File: src/rtl/udp_rx.sv
`default_nettype none
// ============================================================================
// Module   : udp_rx
// Purpose  : UDP receive layer. Consumes an IP-layer AXI-Stream (one packet =
//            one last-delimited IP fragment), strips the 8-byte UDP header and
//            forwards the payload to the user stream. Fragmented datagrams are
//            reassembled in order. A fragment whose offset does not continue
//            the current datagram closes that datagram with a zero-keep
//            terminating beat. Datagrams that are not accepted are discarded.
//
// Ports    : i_clk, i_rst_n          clock, asynchronous active-low reset
//            i_dymanic_dst_port/valid new local port and its load strobe
//            s_axis_ip_*             64-bit IP stream in; byte 0 in data[63:56]
//                                    user = {len, flags, type, offset, id}
//            m_axis_user_*           64-bit payload stream out
//                                    user = {UDP src port, payload bytes}
//            o_drop_pulse            one pulse per discarded datagram
//            o_frag_err              one pulse per fragment-offset mismatch
//
// Config   : UDP_RX_PORT_FILTER_EN   when defined, the UDP destination port
//                                    must equal the local port register.
//                                    When undefined, only the IP protocol
//                                    type is checked and i_dymanic_dst_* are
//                                    ignored.
//
// Revision : 1.0  initial release
// ============================================================================
module udp_rx #(
    parameter logic [15:0] P_LOCAL_UDP_PORT = 16'h8080
) (
    input  logic        i_clk,
    input  logic        i_rst_n,
    input  logic [15:0] i_dymanic_dst_port,
    input  logic        i_dymanic_dst_valid,
    input  logic [63:0] s_axis_ip_data,
    input  logic [7:0]  s_axis_ip_keep,
    input  logic        s_axis_ip_last,
    input  logic        s_axis_ip_valid,
    output logic        s_axis_ip_ready,
    input  logic [55:0] s_axis_ip_user,
    output logic [63:0] m_axis_user_data,
    output logic [7:0]  m_axis_user_keep,
    output logic        m_axis_user_last,
    output logic        m_axis_user_valid,
    input  logic        m_axis_user_ready,
    output logic [31:0] m_axis_user_user,
    output logic        o_drop_pulse,
    output logic        o_frag_err
);

    localparam logic [1:0] c_st_idle    = 2'd0;
    localparam logic [1:0] c_st_pass    = 2'd1;
    localparam logic [1:0] c_st_drop    = 2'd2;
    localparam logic [2:0] c_flags_more = 3'b001;
    localparam logic [7:0] c_proto_udp  = 8'd17;

    // ------------------------------------------------------------------------
    // Registers
    // ------------------------------------------------------------------------
    logic [1:0]  r_state;
    logic [15:0] r_src;
    logic [15:0] r_pay_len;
    logic [12:0] r_exp_off;
    logic        r_frag_start;   // next accepted beat opens a continuation fragment
    logic        r_out_valid;
    logic [63:0] r_out_data;
    logic [7:0]  r_out_keep;
    logic        r_out_last;
    logic [31:0] r_out_user;
    logic        r_drop_pulse;
    logic        r_frag_err;

    // ------------------------------------------------------------------------
    // Input field decode
    // ------------------------------------------------------------------------
    logic [15:0] w_in_len;
    logic [2:0]  w_in_flags;
    logic [7:0]  w_in_type;
    logic [12:0] w_in_off;
    logic [15:0] w_hdr_src;
    logic [15:0] w_hdr_len;
    logic        w_acc;
    logic        w_frag_end;
    logic        w_port_ok;
    logic        w_hdr_ok;
    logic        w_off_ok;
    logic [12:0] w_next_off;
    logic        w_unused;

    assign w_in_len   = s_axis_ip_user[55:40];
    assign w_in_flags = s_axis_ip_user[39:37];
    assign w_in_type  = s_axis_ip_user[36:29];
    assign w_in_off   = s_axis_ip_user[28:16];
    assign w_hdr_src  = s_axis_ip_data[63:48];
    assign w_hdr_len  = s_axis_ip_data[31:16];

    assign s_axis_ip_ready = !r_out_valid || m_axis_user_ready;
    assign w_acc           = s_axis_ip_valid && s_axis_ip_ready;

    // Last beat of a fragment that also ends its datagram.
    assign w_frag_end = s_axis_ip_last && (w_in_flags != c_flags_more);

    // Fragment offsets count 8-byte units, so the IP length drops its low bits.
    assign w_next_off = w_in_off + w_in_len[15:3];

    // An offset of zero on a continuation fragment means a new datagram began
    // before the current one finished, which is treated as a mismatch.
    assign w_off_ok = (w_in_off == r_exp_off) && (w_in_off != 13'd0);

`ifdef UDP_RX_PORT_FILTER_EN
    logic [15:0] r_local_port;

    // Only sampled on header beats, so an update landing mid-datagram
    // first applies to the following datagram.
    always_ff @(posedge i_clk or negedge i_rst_n) begin
        if (!i_rst_n) begin
            r_local_port <= P_LOCAL_UDP_PORT;
        end else if (i_dymanic_dst_valid) begin
            r_local_port <= i_dymanic_dst_port;
        end
    end

    assign w_port_ok = (s_axis_ip_data[47:32] == r_local_port);
    assign w_unused  = &{1'b0, s_axis_ip_user[15:0], w_in_len[2:0]};
`else
    assign w_port_ok = 1'b1;
    assign w_unused  = &{1'b0, s_axis_ip_user[15:0], w_in_len[2:0],
                         i_dymanic_dst_port, i_dymanic_dst_valid, P_LOCAL_UDP_PORT};
`endif

    assign w_hdr_ok = (w_in_type == c_proto_udp) && w_port_ok && (w_hdr_len >= 16'd8);

    // ------------------------------------------------------------------------
    // Control FSM and output register
    // ------------------------------------------------------------------------
    always_ff @(posedge i_clk or negedge i_rst_n) begin
        if (!i_rst_n) begin
            r_state      <= c_st_idle;
            r_src        <= 16'd0;
            r_pay_len    <= 16'd0;
            r_exp_off    <= 13'd0;
            r_frag_start <= 1'b0;
            r_out_valid  <= 1'b0;
            r_out_data   <= 64'd0;
            r_out_keep   <= 8'hFF;
            r_out_last   <= 1'b0;
            r_out_user   <= 32'd0;
            r_drop_pulse <= 1'b0;
            r_frag_err   <= 1'b0;
        end else begin
            r_drop_pulse <= 1'b0;
            r_frag_err   <= 1'b0;

            if (r_out_valid && m_axis_user_ready) begin
                r_out_valid <= 1'b0;
            end

            if (w_acc) begin
                case (r_state)
                    c_st_idle: begin
                        if ((w_in_off != 13'd0) || !w_hdr_ok) begin
                            // A single-beat fragment that closes the datagram
                            // is finished already; otherwise discard the rest.
                            if (w_frag_end) begin
                                r_drop_pulse <= 1'b1;
                            end else begin
                                r_state <= c_st_drop;
                            end
                        end else begin
                            r_src        <= w_hdr_src;
                            r_pay_len    <= w_hdr_len - 16'd8;
                            r_frag_start <= 1'b0;
                            if (!s_axis_ip_last) begin
                                r_state <= c_st_pass;
                            end else if (w_in_flags == c_flags_more) begin
                                // Header-only first fragment: payload follows
                                // in later fragments.
                                r_state      <= c_st_pass;
                                r_exp_off    <= w_next_off;
                                r_frag_start <= 1'b1;
                            end
                            // Header-only complete datagram: nothing to emit.
                        end
                    end

                    c_st_pass: begin
                        if (r_frag_start && !w_off_ok) begin
                            // Close the datagram with an empty terminating beat.
                            r_out_valid  <= 1'b1;
                            r_out_data   <= 64'd0;
                            r_out_keep   <= 8'h00;
                            r_out_last   <= 1'b1;
                            r_out_user   <= {r_src, r_pay_len};
                            r_frag_err   <= 1'b1;
                            r_frag_start <= 1'b0;
                            r_exp_off    <= 13'd0;
                            if (w_frag_end) begin
                                r_drop_pulse <= 1'b1;
                                r_state      <= c_st_idle;
                            end else begin
                                r_state <= c_st_drop;
                            end
                        end else begin
                            r_out_valid  <= 1'b1;
                            r_out_data   <= s_axis_ip_data;
                            r_out_keep   <= w_frag_end ? s_axis_ip_keep : 8'hFF;
                            r_out_last   <= w_frag_end;
                            r_out_user   <= {r_src, r_pay_len};
                            r_frag_start <= 1'b0;
                            if (w_frag_end) begin
                                r_state   <= c_st_idle;
                                r_exp_off <= 13'd0;
                            end else if (s_axis_ip_last) begin
                                r_exp_off    <= w_next_off;
                                r_frag_start <= 1'b1;
                            end
                        end
                    end

                    c_st_drop: begin
                        if (w_frag_end) begin
                            r_drop_pulse <= 1'b1;
                            r_state      <= c_st_idle;
                        end
                    end

                    default: begin
                        r_state <= c_st_idle;
                    end
                endcase
            end
        end
    end

    assign m_axis_user_valid = r_out_valid;
    assign m_axis_user_data  = r_out_data;
    assign m_axis_user_keep  = r_out_keep;
    assign m_axis_user_last  = r_out_last;
    assign m_axis_user_user  = r_out_user;
    assign o_drop_pulse      = r_drop_pulse;
    assign o_frag_err        = r_frag_err;

endmodule
`default_nettype wire

File: config.mk
export PLATFORM = sky130hd
export DESIGN_NAME = udp_rx
export DESIGN_NICKNAME = d
export VERILOG_FILES = /design/src/rtl/udp_rx.sv
export SDC_FILE = /design/constraint.sdc
export NUM_CORES = 1
export LEC_CHECK = 0
export ABC_AREA = 1
export BUFFER_PORTS_ARGS = -buffer_cell sky130_fd_sc_hd__buf_2
export CORE_MARGIN = 4
export CORE_UTILIZATION = 55
export CTS_CLUSTER_SIZE = 20
export DETAILED_ROUTE_END_ITERATION = 16
export PLACE_DENSITY = 0.86
export SLEW_MARGIN = 40
export SYNTH_ARGS = -nofsm -noshare
export SYNTH_HDL_FRONTEND = slang
export SYNTH_SLANG_ARGS = --single-unit
File: constraint.sdc
create_clock -name i_clk -period 2.3 [get_ports i_clk]
set_input_delay 0.345 -clock i_clk [delete_from_list [all_inputs] [get_ports i_clk]]
set_output_delay 0.345 -clock i_clk [all_outputs]
set_load 0.02 [all_outputs]
[Yosys cells after proc, flatten, opt, wreduce, memory -nomap -nowiden]
Cells that the tools add are included.
Word-level totals
  bits of input ports: 150
  bits in registers: 156
  logic and storage cells: 84
  output and inout port bits: 109
Operators by class
  equality and inequality tests: 12
  add/sub/neg operators: 2
  bitwise gates (word level): 1
  order comparisons: 1
  muxes and demuxes: 37
  reduce and logical (&&, ||, !) cells: 19
Operators with widths (count)
  13-bit 2-to-1 mux: 6
  64-bit 2-to-1 mux: 1
  13-bit one-hot mux with 2 select lines: 1
  1-bit 2-to-1 mux: 17
  16-bit by 4-bit greater-or-equal comparator with 1-bit output, second input constant: 1
  8-bit 2-to-1 mux: 2
  16-bit by 4-bit subtractor with 16-bit output, second input constant: 1
  2-bit 2-to-1 mux: 7
  13-bit adder: 1
  13-bit equality test: 1
  13-bit nonzero test: 1
  3-bit AND reduction: 3
  8-bit by 5-bit equality test with 1-bit output, second input constant: 1
  4-bit inequality test, second input constant: 2
  1-bit logical AND: 6
  2-bit inequality test, second input constant: 3
  2-bit one-hot mux with 3 select lines: 1
  6-bit AND reduction: 1
  3-bit by 1-bit equality test with 1-bit output, second input constant: 1
  1-bit logical NOT: 3
  3-bit by 1-bit inequality test with 1-bit output, second input constant: 1
  3-bit inequality test, second input constant: 1
  1-bit one-hot mux with 3 select lines: 1
  2-bit by 1-bit equality test with 1-bit output, second input constant: 1
  other kinds (7): 8

[Logic depth before layout (Yosys ltp)]
Gate-level depths: netlist (run 1).
  word-level depth: 7
  mapped depth: 14

[Worst setup path before layout (run 1)]
No wires, ideal clock.
  path kind: input to register
  start: input port s_axis_ip_user[16]
  end: register r_exp_off[6]
  required time: 2.235 ns
  stages: 13
  arrival time: 1.804 ns
  path slack: 0.431 ns
  cell sequence: ha_1 inv_1 fa_1 inv_1 nand3_1 nand3_1 nand2_1 nand2_1 xnor2_1 or2_2 nand2_1 nand2_1 nand2_1
On the way
  longest elaborated chain between the ends: 6
Ends and longest elaborated chain
  start: declaration: RTL line 40  | input logic [55:0] s_axis_ip_user,
  parallel branches: the longest is 6 deep, another holds 13-bit adder
  end signal: assignment: RTL line 179  | r_exp_off <= w_next_off;
  end signal: assignment: RTL line 214  | r_exp_off <= w_next_off;
  end: declaration: RTL line 63  | logic [12:0] r_exp_off;
Parallel ways; which one is timed is not known. The select of a mux whose other input is x is not followed.
A chain may end at the register's enable or synchronous reset.

[Final worst setup path (run 1)]
  start: register r_exp_off[0]
  end: register r_exp_off[9]
On the way
  longest elaborated chain between the ends: 6
Ends and longest elaborated chain
  13-bit equality test (*): RTL line 108  | assign w_off_ok = (w_in_off == r_exp_off) && (w_in_off != 13'd0);
  1-bit logical AND (*): RTL line 108
  1-bit logical NOT (*): RTL line 187  | if (r_frag_start && !w_off_ok) begin
  1-bit logical AND (*): RTL line 187
  4-bit inequality test (no line) or 13-bit 2-to-1 mux (tied branches)
  6-bit AND reduction (no line) or 13-bit one-hot mux with 2 select lines (tied branches)
Mark *: on every way between the ends. The rest lies on a longest branch, timed or not.

==> results.sh, run 1 <==
export IMPL_finalHoldViolCount=0
export IMPL_detail_route_antenna_nets=0
export IMPL_grt_pass1_wl_mm=32.1
export IMPL_clkSinkCount=156
export IMPL_rows=42
export IMPL_slew_headroom_pct=63.6
export IMPL_final_nets=1305
export IMPL_drv_slew=0
export IMPL_synthTopCellsByArea="dfrtp_1, nand2_1, nand3_1"
export IMPL_crit_required_ps=2670
export IMPL_grtUsageTotal_pct=25.1
export IMPL_tightest_slew_ps=546
export IMPL_dr_pass1_iters=5
export IMPL_regArea_mm2=0.00391
export IMPL_viasPerCell=5.16
export IMPL_min_from="s_axis_ip_data[43]"
export IMPL_worstHoldPathType="in -> reg"
export IMPL_setup_worst_path_start_class="flip-flop"
export IMPL_fin_ws_ps=426
export IMPL_grt_overflow=0
export IMPL_clk_pin_slew_ps=70
export IMPL_cts_buffers=17
export IMPL_synthSimpleGateAreaFrac_pct=28.3
export IMPL_drt_initial_drc_count=467
export IMPL_ys_seq_area_share_pct=51.7
export IMPL_drv_cap=0
export IMPL_fin_skew_ps=9.91
export IMPL_tns_ps=0
export IMPL_wl_mm=19.6
export IMPL_start_util_pct=56.7
export IMPL_multi_input_area_mm2=0.00311
export IMPL_timing_fmax_mhz=534
export IMPL_h_tree_depth=4
export IMPL_synthAdderAreaFrac_pct=2.42
export IMPL_clock_latency_ps=420
export IMPL_cp_startpoint="r_exp_off[0]"
export IMPL_worstPathCellList="nor2_1 > nor2_1 > nor2_1 > nand2_1 > nor2_1 > nand2_1 > nand2_2 > buf_12 > nand2_1 > nand2_1 > nand4_1 > nand2_1"
export IMPL_ys_seq_elements=156
export IMPL_synth_top_cell_by_area="dfrtp_1"
export IMPL_dp_hpwl_mm=14.0
export IMPL_synth_distinct_cells=36
export IMPL_die_area_mm2=0.0157
export IMPL_vdd_ir_drop_max_mv=0.729
export IMPL_diodes=0
export IMPL_port_buffers=222
export IMPL_antenna_found_initial=0
export IMPL_synth_top_family_by_area="simple AND/OR/NAND/NOR gates"
export IMPL_p_leak_nw=5.33
export IMPL_grt_setup_unrepaired="false"
export IMPL_worstSetupEndpointType="flip-flop"
export IMPL_fin_crit_ps=1870
export IMPL_grt_max_degree=85
export IMPL_critPathMaxFanout=73
export IMPL_synth_compound_area_share_pct=6.87
export IMPL_cpMaxStageDelayCell="dfrtp_1"
export IMPL_synthToLayoutAreaGrowth_pct=25.0
export IMPL_nFillCells=1052
export IMPL_holdBufCountCts=1
export IMPL_fin_crit_sh_pct=81.5
export IMPL_yosysTopAreaCellShare_pct=49.0
export IMPL_die_x_um=125
export IMPL_root_buffer="clkbuf_16"
export IMPL_muxShareOfSynthArea_pct=0.662
export IMPL_postSynthCellCount=925
export IMPL_gp_congestion=0.868
export IMPL_final_util_pct=70.9
export IMPL_status="finished clean"
export IMPL_drive_above_1_share_pct=26.5
export IMPL_setup_viol=0
export IMPL_syn_area_mm2=0.00756
export IMPL_die_y_um=125
export IMPL_clockBufferDepth=2
export IMPL_power_density_mw_per_mm2=964
export IMPL_post_cts_buffers=0
export IMPL_num_io_pins=259
export IMPL_post_drt_wl_per_cell_um=14.7
export IMPL_cpPeakStageDelay_ps=390
export IMPL_core_area_mm2=0.0133
export IMPL_fin_cells=1330
export IMPL_cts_tree="yes"
export IMPL_worstSetupPathType="reg -> reg"
export IMPL_synth_xor_area_share_pct=2.78
export IMPL_synth_avg_cell_area_um2=8.18
export IMPL_r2r_start="r_exp_off[0]"
export IMPL_grt_pass1_vias=6615
export IMPL_dp_slack_ps=174
export IMPL_drc=0
export IMPL_crit_top_cell="nand2_1"
export IMPL_syn_num_nets=1089
export IMPL_crit_arrival_ps=2240
export IMPL_yosys_warnings=0
export IMPL_num_vias=6864
export IMPL_cts_resized_gates=0
export IMPL_dp_cells=1297
## cell usage in the layout (no fill, tap or decap), types with 4 or more instances in the layout
master / netlist / layout
dfrtp_1: 148 / 148
xnor2_1: 12 / 12
a211oi_2: 7 / 7
inv_6: 0 / 4
a21oi_1: 6 / 6
o21ai_0: 61 / 61
o21ai_1: 15 / 15
inv_2: 6 / 5
nand4_1: 16 / 16
inv_1: 79 / 79
buf_4: 4 / 7
buf_2: 22 / 221
nor2_1: 51 / 51
inv_8: 0 / 5
dfstp_2: 8 / 8
nand2_1: 337 / 337
nor2_2: 4 / 4
nand3_1: 81 / 81
ha_1: 13 / 13
mux2i_1: 5 / 5
buf_12: 0 / 6
xor2_1: 12 / 12
nand2_2: 4 / 4
clkbuf_16: 0 / 17
## registers in the layout, indices dropped and copies added (netlist names)
signal and count:
m_axis_user_user 32, o_frag_err 1, r_state 2, m_axis_user_last 1
r_exp_off 13, m_axis_user_data 64, r_src 16, m_axis_user_valid 1
r_frag_start 1, m_axis_user_keep 8, r_pay_len 16, o_drop_pulse 1
## stage by stage
stage | hold WS [ps] | power (mW) | cell area, um2
4_1_cts | 133 | 9.17 | 9460
3_3_place_gp | 354 | 6.32 | 8860
6_report | 136 | 9.11 | 9460
3_5_place_dp | 353 | 6.41 | 8860
2_1_floorplan | 49.4 | 5.39 | 7560
5_1_grt | 145 | 9.62 | 9460
## final cells by class
cell class	count	share of cell area, %
repair buffers	236	13.7
flip-flops and latches	156	41.4
clock buffers	17	4.50
well taps	176	2.33
multi-input cells	644	32.8
inverters	86	3.45
clock inverters	15	1.76
## critical path: cells and delay by family, from the launching register on
kind / cells / cell delay [ps]
AND/OR/NAND/NOR: 11 / 1090
buffers and inverters: 1 / 330
flip-flops: 1 / 390
## final timing paths
check                      cells past startpoint                   end  slack (ps)
max                                           12          r_exp_off[9]         430
min                                            3  m_axis_user_data[43]         140
max reg2reg                                   12          r_exp_off[9]         430
min reg2reg                                    2  m_axis_user_user[13]         470
max in group asynchronous                      3  m_axis_user_data[40]        1110
min in group asynchronous                      2  m_axis_user_user[22]         460
## synthesized netlist by cell type
master      n
dfrtp_1   148
ha_1       13
nand3_2     2
xor2_1     12
a211oi_2    7
xnor2_1    12
nor2_2      4
or3b_1      1
nor2_1     51
nor2_4      3
buf_1       3
dfstp_2     8
inv_2       6
a211oi_1    1
nand2_4     1
nor4_1      1
clkbuf_1    6
or2_2       3
nor3_1      2
nand3b_1    3
buf_4       4
mux2i_1     5
o21ai_1    15
nand3_1    81
buf_2      22
a21oi_1     6
inv_4       1
o21bai_1    1
nand2_1   337
buf_6       4
a31oi_1     1
nand4_1    16
fa_1        1
nand2_2     4
inv_1      79
o21ai_0    61
## per-layer routing
metal	up-vias	track usage (%)	routed length [um]
met5	-	0	0
met4	0	9.82	578
met3	38	5.59	1300
met2	258	40.0	9210
met1	3196	33.9	8510
li1	3372	-	-
## power breakdown
group | internal (mW) | total [mW] | switching (mW)
registers | 3.39 | 3.75 | 0.361
logic | 0.921 | 2.62 | 1.69
clock network | 1.46 | 2.75 | 1.28
## kinds of logic (layout without fill, tap and decap cells)
logic type                 count (synthesis)  after routing
AOI/OAI and AO/OA                         92             92
xor gates and xnor gates                  24             24
adders and majority gates                 14             14
buffers and inverters                    125            354
DFF                                      156            156
muxes                                      5              5
and+or+nand+nor                          509            509
(Power assumes the default switching activity.)
==> run 2: changes to the inputs <==
Settings changed: ABC_AREA 1 to 0, CORE_UTILIZATION 55 to 50, PLACE_DENSITY 0.86 to 0.8.
Clock period 2.3 ns to 1.8 ns, I/O delays scaled along.
==> run 2 against run 1 <==
The flow now finishes with violations (setup timing). Register-to-register slack got worse by 690 ps. Die area rose by 4.0%. Fmax is 9.3% lower. Power fell by 12%. Critical endpoint is now m_axis_user_data[53]. Largest cell class unchanged.
==> results.sh, run 2 <==
export IMPL_die_area_mm2=0.0163
export IMPL_setup_viol=91
export IMPL_crit_required_ps=2150
export IMPL_synth_edf_count=0
export IMPL_timing_fmax_mhz=484
export IMPL_status="complete, but fails checks"
export IMPL_grt_overflow=0
export IMPL_place_area_mm2=0.00917
export IMPL_final_nets=1149
export IMPL_clkSinkCount=156
export IMPL_post_drt_wl_per_cell_um=16.9
export IMPL_postSynthCellCount=688
export IMPL_drive_above_1_share_pct=50.6
export IMPL_crit_arrival_ps=2420
export IMPL_synth_avg_cell_area_um2=10.4
export IMPL_power_total_mw=7.99
export IMPL_fin_ws_ps=-266
export IMPL_fin_skew_ps=12.4
export IMPL_ys_seq_elements=156
export IMPL_cpMaxStageDelayCell="dfrtp_1"
export IMPL_layout_common_cells="buf_2, dfrtp_1, nand2_1"
export IMPL_critPathMaxFanout=5
export IMPL_start_util_pct=51.4
export IMPL_cp_startpoint="r_exp_off[4]"
export IMPL_r2r_start="r_exp_off[4]"
export IMPL_holdPathEnd="m_axis_user_data[37]"
export IMPL_rows=43
export IMPL_cts_buffers=17
export IMPL_fin_crit_sh_pct=115
export IMPL_synth_top_cell_by_area="dfrtp_1"
export IMPL_synth_most_common_cell="nand2_1"
export IMPL_syn_num_nets=852
export IMPL_fin_crit_ps=2070
export IMPL_grt_pass1_wl_mm=31.7
export IMPL_worstSetupPathType="reg -> reg"
export IMPL_grt_setup_unrepaired="true"
export IMPL_grtUsageTotal_pct=24.7
export IMPL_grt_pass1_vias=6414
export IMPL_critPathTopFamily="buffers and inverters"
export IMPL_dr_pass1_iters=4
export IMPL_critPathBufInv=4
export IMPL_synth_distinct_cells=50
export IMPL_yosysTopAreaCellShare_pct=51.7
export IMPL_drc=0
export IMPL_yosys_warnings=0
export IMPL_vdd_ir_drop_max_mv=0.552
export IMPL_synthFlopType="dfrtp_1"
export IMPL_synthTopCellsByArea="dfrtp_1, nand2_1, mux2_2"
export IMPL_detail_route_antenna_nets=0
export IMPL_p_leak_nw=5.37
export IMPL_syn_area_mm2=0.00717
export IMPL_finalInstanceArea_mm2=0.0105
export IMPL_min_from="s_axis_ip_data[37]"
export IMPL_cpPeakStageDelay_ps=420
export IMPL_yosys_top_cells_count="nand2_1, dfrtp_1, o21ai_0"
export IMPL_tns_ps=-18110
export IMPL_drt_initial_drc_count=343
export IMPL_root_buffer="clkbuf_16"
export IMPL_core_area_mm2=0.0139
export IMPL_worstHoldPathType="in -> reg"
export IMPL_slew_headroom_pct=58.3
export IMPL_viasPerCell=5.35
export IMPL_power_density_mw_per_mm2=763
export IMPL_num_io_pins=259
export IMPL_antenna_found_initial=1
export IMPL_die_y_um=128
export IMPL_h_tree_depth=4
export IMPL_largest_register_ff_count=64
export IMPL_finalHoldViolCount=0
export IMPL_worstPathCellList="xor2_2 > nor4_2 > nand3_1 > buf_4 > o21ai_4 > buf_6 > buf_12 > clkbuf_16 > nand2_1 > o21ai_1"
export IMPL_gp_congestion=0.890
export IMPL_tightest_slew_ps=623
export IMPL_grt_max_degree=75
export IMPL_drv_cap=0
export IMPL_num_vias=6297
export IMPL_ys_async_sr_fraction_pct=100
export IMPL_wl_mm=19.9
export IMPL_port_buffers=222
export IMPL_failed_checks="setup timing"
export IMPL_setup_worst_path_start_class="flip-flop"
export IMPL_cts_tree="yes"
export IMPL_r2r_end="m_axis_user_data[53]"
export IMPL_ys_seq_area_share_pct=54.6
export IMPL_synthToLayoutAreaGrowth_pct=46.3
export IMPL_dp_hpwl_mm=13.0
export IMPL_nFillCells=924
export IMPL_drv_slew=0
export IMPL_clock_latency_ps=420
export IMPL_diodes=0
export IMPL_clockBufferDepth=2
export IMPL_r2r_cells=10
export IMPL_worstSetupEndpointType="flip-flop"
export IMPL_final_common_cell="buf_2"
export IMPL_clk_pin_slew_ps=70
export IMPL_die_x_um=128
export IMPL_whs_path_depth=3
export IMPL_ff2ff_setup_slack_ps=-270
[run 2: cell types whose count changed in the layout (fill, tap and decap cells not counted), sizes merged, moves of 10 or more]
cell   delta
inv      -79
nor3     +16
nand4    -15
xor2     +10
o21ai    +22
nand3    -76
nand2   -178
mux2     +63
buf      +77
nor2     -41
[run 2: final cells by class]
cell class	instances	area (um2)	share of cell area [%]
sequential	156	3920	37.3
multi-input combinational	487	3520	33.6
timing repair buffer	314	2170	20.7
clock buffer	18	439	4.19
tap	180	225	2.15
clock inverter	14	180	1.72
inverter	9	33.8	0.322
[run 2: routing by layer]
layer	share of wire [%]	track usage, %	up-vias
met1	41	30.7	3059
met3	5.7	6.46	46
met5	0.035	0	-
li1	-	-	2977
met2	51	41.2	213
met4	2.5	9.80	2
[run 2: kinds of logic after synthesis]
family,count (synthesis),synth area share (%)
compound gates,137,10.6
fa+ha+maj,14,2.55
simple gates,237,14.7
flops,156,54.6
buf+inv,45,2.69
mux,68,11.1
xor+xnor,31,3.79
[run 2: worst max path at each step]
stage,slack (ps),cells after the start,endpoint
CTS,-280,8,r_exp_off[6]
global placement,-320,9,r_exp_off[9]
floorplan,-60,7,r_exp_off[10]
detailed placement,-360,8,m_axis_user_keep[6]
global route,-410,10,r_state[0]
finish,-270,10,m_axis_user_data[53]
[run 2: stage by stage]
step | std cells | utilization, % | setup slack (ps) | hold WS (ps)
CTS | 1177 | 74.3 | -280 | 55.9
floorplan | 688 | - | -61.7 | -25.6
finish | 1178 | 75.2 | -266 | 78.1
global placement | 1127 | 65.8 | -323 | 210
detailed placement | 1127 | 65.8 | -357 | 210
global route | 1178 | 75.2 | -411 | 60.1
[run 2: worst register-to-register path, delay by kind of cell, from the launching register on]
| kind | cells | cell delay, ps |
|---|---|---|
| compound gates | 2 | 250 |
| xor+xnor | 1 | 160 |
| buf+inv | 4 | 660 |
| flops | 1 | 420 |
| simple gates | 3 | 530 |
[run 2: what timing repair did]
item | 4_1_cts | 5_1_grt
endpoints found under the hold margin | 33 | 0
hold buffers | 1 | 0
buffers inserted | 9 | 1
resized for setup | 127 | 35
gates cloned | 9 | 1
endpoints found under the setup margin | 91 | 91
pin swaps | 33 | 14
[run 2: power breakdown]
group          switching [mW]  internal [mW]  leakage [nW]  total (mW)
registers             0.00216           3.51          2.14        3.51
logic                   0.388          0.341          2.93       0.729
clock network            1.50           2.25         0.304        3.75
total                    1.89           6.10          5.37        7.99
==> run 3: changes to the inputs <==
Settings changed: ABC_AREA 0 to 1, CORE_UTILIZATION 50 to 51, PLACE_DENSITY 0.8 to 0.85.
==> run 3 against run 2 <==
The run now ends clean. Count of clock-buffer cells in the layout is 3 higher. Critical path depth did not move. Combinational power increased to 4.8 times the previous value. Utilization down 6.8 points. Register-to-register slack improved by 380 ps. Cell area down 5.2%. Sequential power rose by 37%. Clock power decreased by 8.3%. Non-clock buffer count fell by 20. Routed wire length grew 1.1%. Sequential share of layout area rose by 2.0 points. Largest cell class unchanged.
==> results.sh, run 3 (synthesis results as in run 1) <==
export IMPL_status="finished clean"
export IMPL_power_total_mw=11.8
export IMPL_tightest_slew_ps=462
export IMPL_gp_congestion=0.860
export IMPL_fin_crit_sh_pct=93.4
export IMPL_die_y_um=130
export IMPL_fin_cells=1396
export IMPL_post_drt_wl_per_cell_um=14.4
export IMPL_critPathTopFamily="simple AND/OR/NAND/NOR gates"
export IMPL_diodes=0
export IMPL_cts_tree="yes"
export IMPL_critPathMaxFanout=11
export IMPL_final_nets=1363
export IMPL_num_vias=7094
export IMPL_critPathBufInv=2
export IMPL_clk_pin_slew_ps=60
export IMPL_ff2ff_setup_slack_ps=120
export IMPL_fin_ws_ps=119
export IMPL_start_util_pct=52.0
export IMPL_grt_pass1_vias=6597
export IMPL_grtUsageTotal_pct=23.7
export IMPL_num_io_pins=259
export IMPL_drv_slew=0
export IMPL_die_x_um=130
export IMPL_clockBufferDepth=2
export IMPL_largest_register_ff_count=64
export IMPL_dp_cells=1358
export IMPL_fin_skew_ps=9.57
export IMPL_worstPathCellList="xor2_1 > nor2_1 > nand2_1 > nor2_1 > nand2_1 > nand2_4 > buf_12 > nor2_2 > buf_12 > a211oi_4"
export IMPL_finalHoldViolCount=0
export IMPL_drive_above_1_share_pct=30.0
export IMPL_dr_pass1_iters=5
export IMPL_grt_pass1_wl_mm=31.9
export IMPL_dp_hpwl_mm=15.1
export IMPL_port_buffers=222
export IMPL_worstHoldPathType="in -> reg"
export IMPL_vdd_ir_drop_max_mv=0.733
export IMPL_wl_mm=20.2
export IMPL_fin_crit_ps=1680
export IMPL_rows=44
export IMPL_crit_required_ps=2120
export IMPL_grt_setup_unrepaired="true"
export IMPL_setup_worst_path_start_class="flip-flop"
export IMPL_detail_route_antenna_nets=0
export IMPL_dp_slack_ps=-104
export IMPL_antenna_found_initial=0
export IMPL_core_area_mm2=0.0145
export IMPL_clock_latency_ps=420
export IMPL_grt_max_degree=57
export IMPL_layout_common_cells="nand2_1, buf_2, dfrtp_1"
export IMPL_worstSetupPathType="reg -> reg"
export IMPL_h_tree_depth=4
export IMPL_power_density_mw_per_mm2=1180
export IMPL_synthToLayoutAreaGrowth_pct=31.5
export IMPL_timing_fmax_mhz=595
export IMPL_root_buffer="clkbuf_16"
export IMPL_drc=0
export IMPL_p_leak_nw=5.60
export IMPL_cpPeakStageDelay_ps=400
export IMPL_drv_cap=0
export IMPL_die_area_mm2=0.0168
export IMPL_clkSinkCount=156
export IMPL_drt_initial_drc_count=408
export IMPL_grt_overflow=0
export IMPL_cts_buffers=17
export IMPL_crit_arrival_ps=2000
export IMPL_slew_headroom_pct=69.2
export IMPL_viasPerCell=5.08
export IMPL_worstSetupEndpointType="flip-flop"
export IMPL_cpMaxStageDelayCell="dfrtp_1"
export IMPL_setup_viol=0
export IMPL_final_common_cell="nand2_1"
## run 3: changes by cell type in the layout (fill, tap and decap cells not counted), sizes merged, moves of 10 or more
cell and change:
nand4 +15, nand3 +76, buf -19, nor3 -16
inv +74, nand2 +178, nor2 +41, mux2 -63
xor2 -10, o21ai -22
## run 3: per-layer routing
layer	global-route usage (%)	wire length, um	share of wire [%]
met1	31.9	8550	42
met2	38.9	10000	50
met3	4.01	1150	5.7
met4	8.86	448	2.2
met5	0	0	0
## run 3: final timing paths
path                                     start  cells past startpoint              endpoint
setup reg to reg                  r_exp_off[7]                     10  m_axis_user_data[24]
hold / removal              s_axis_ip_data[46]                      3  m_axis_user_data[46]
setup / recovery                  r_exp_off[7]                     10  m_axis_user_data[24]
min in group asynchronous              i_rst_n                      2  m_axis_user_data[54]
hold reg to reg            m_axis_user_user[4]                      2   m_axis_user_user[4]
max in group asynchronous              i_rst_n                      3   m_axis_user_keep[2]
## run 3: cell type report
type	instances	area, um2
multi-input cells	644	3130
fillers	1184	4590
repair buffers	294	1780
clock buffers	21	460
flip-flops and latches	156	3910
inverters	86	327
clock inverters	11	110
well taps	184	230
## run 3: report_power, final
| group | internal (mW) | total, mW | switching [mW] |
|---|---|---|---|
| Combinational | 1.32 | 3.52 | 2.19 |
| Sequential | 4.34 | 4.81 | 0.468 |
| Clock | 2.00 | 3.44 | 1.44 |
## run 3: timing repair
item / CTS / global route
endpoints found under the hold margin: 44 / 0
buffers inserted: 0 / 5
setup endpoints to repair: 0 / 43
resized for setup: 0 / 5
hold buffers: 1 / 0
## run 3: worst reg2reg max path: cells and delay by family, from the launching register on
kind | cells | cell delay [ps]
and+or+nand+nor | 6 | 560
DFF | 1 | 400
buffers and inverters | 2 | 300
xor gates and xnor gates | 1 | 160
AOI/OAI and AO/OA | 1 | 150
## run 3: stage by stage
stage / TNS (ps) / hold WS [ps] / utilization, % / instance area, um2
floorplan: 0 / -25.6 / - / 7560
global placement: -194 / 231 / 64.0 / 9300
detailed placement: -629 / 230 / 64.0 / 9300
CTS: 0 / 63.2 / 68.0 / 9880
global route: -44.1 / 64.4 / 68.4 / 9940
finish: 0 / 73.1 / 68.4 / 9940
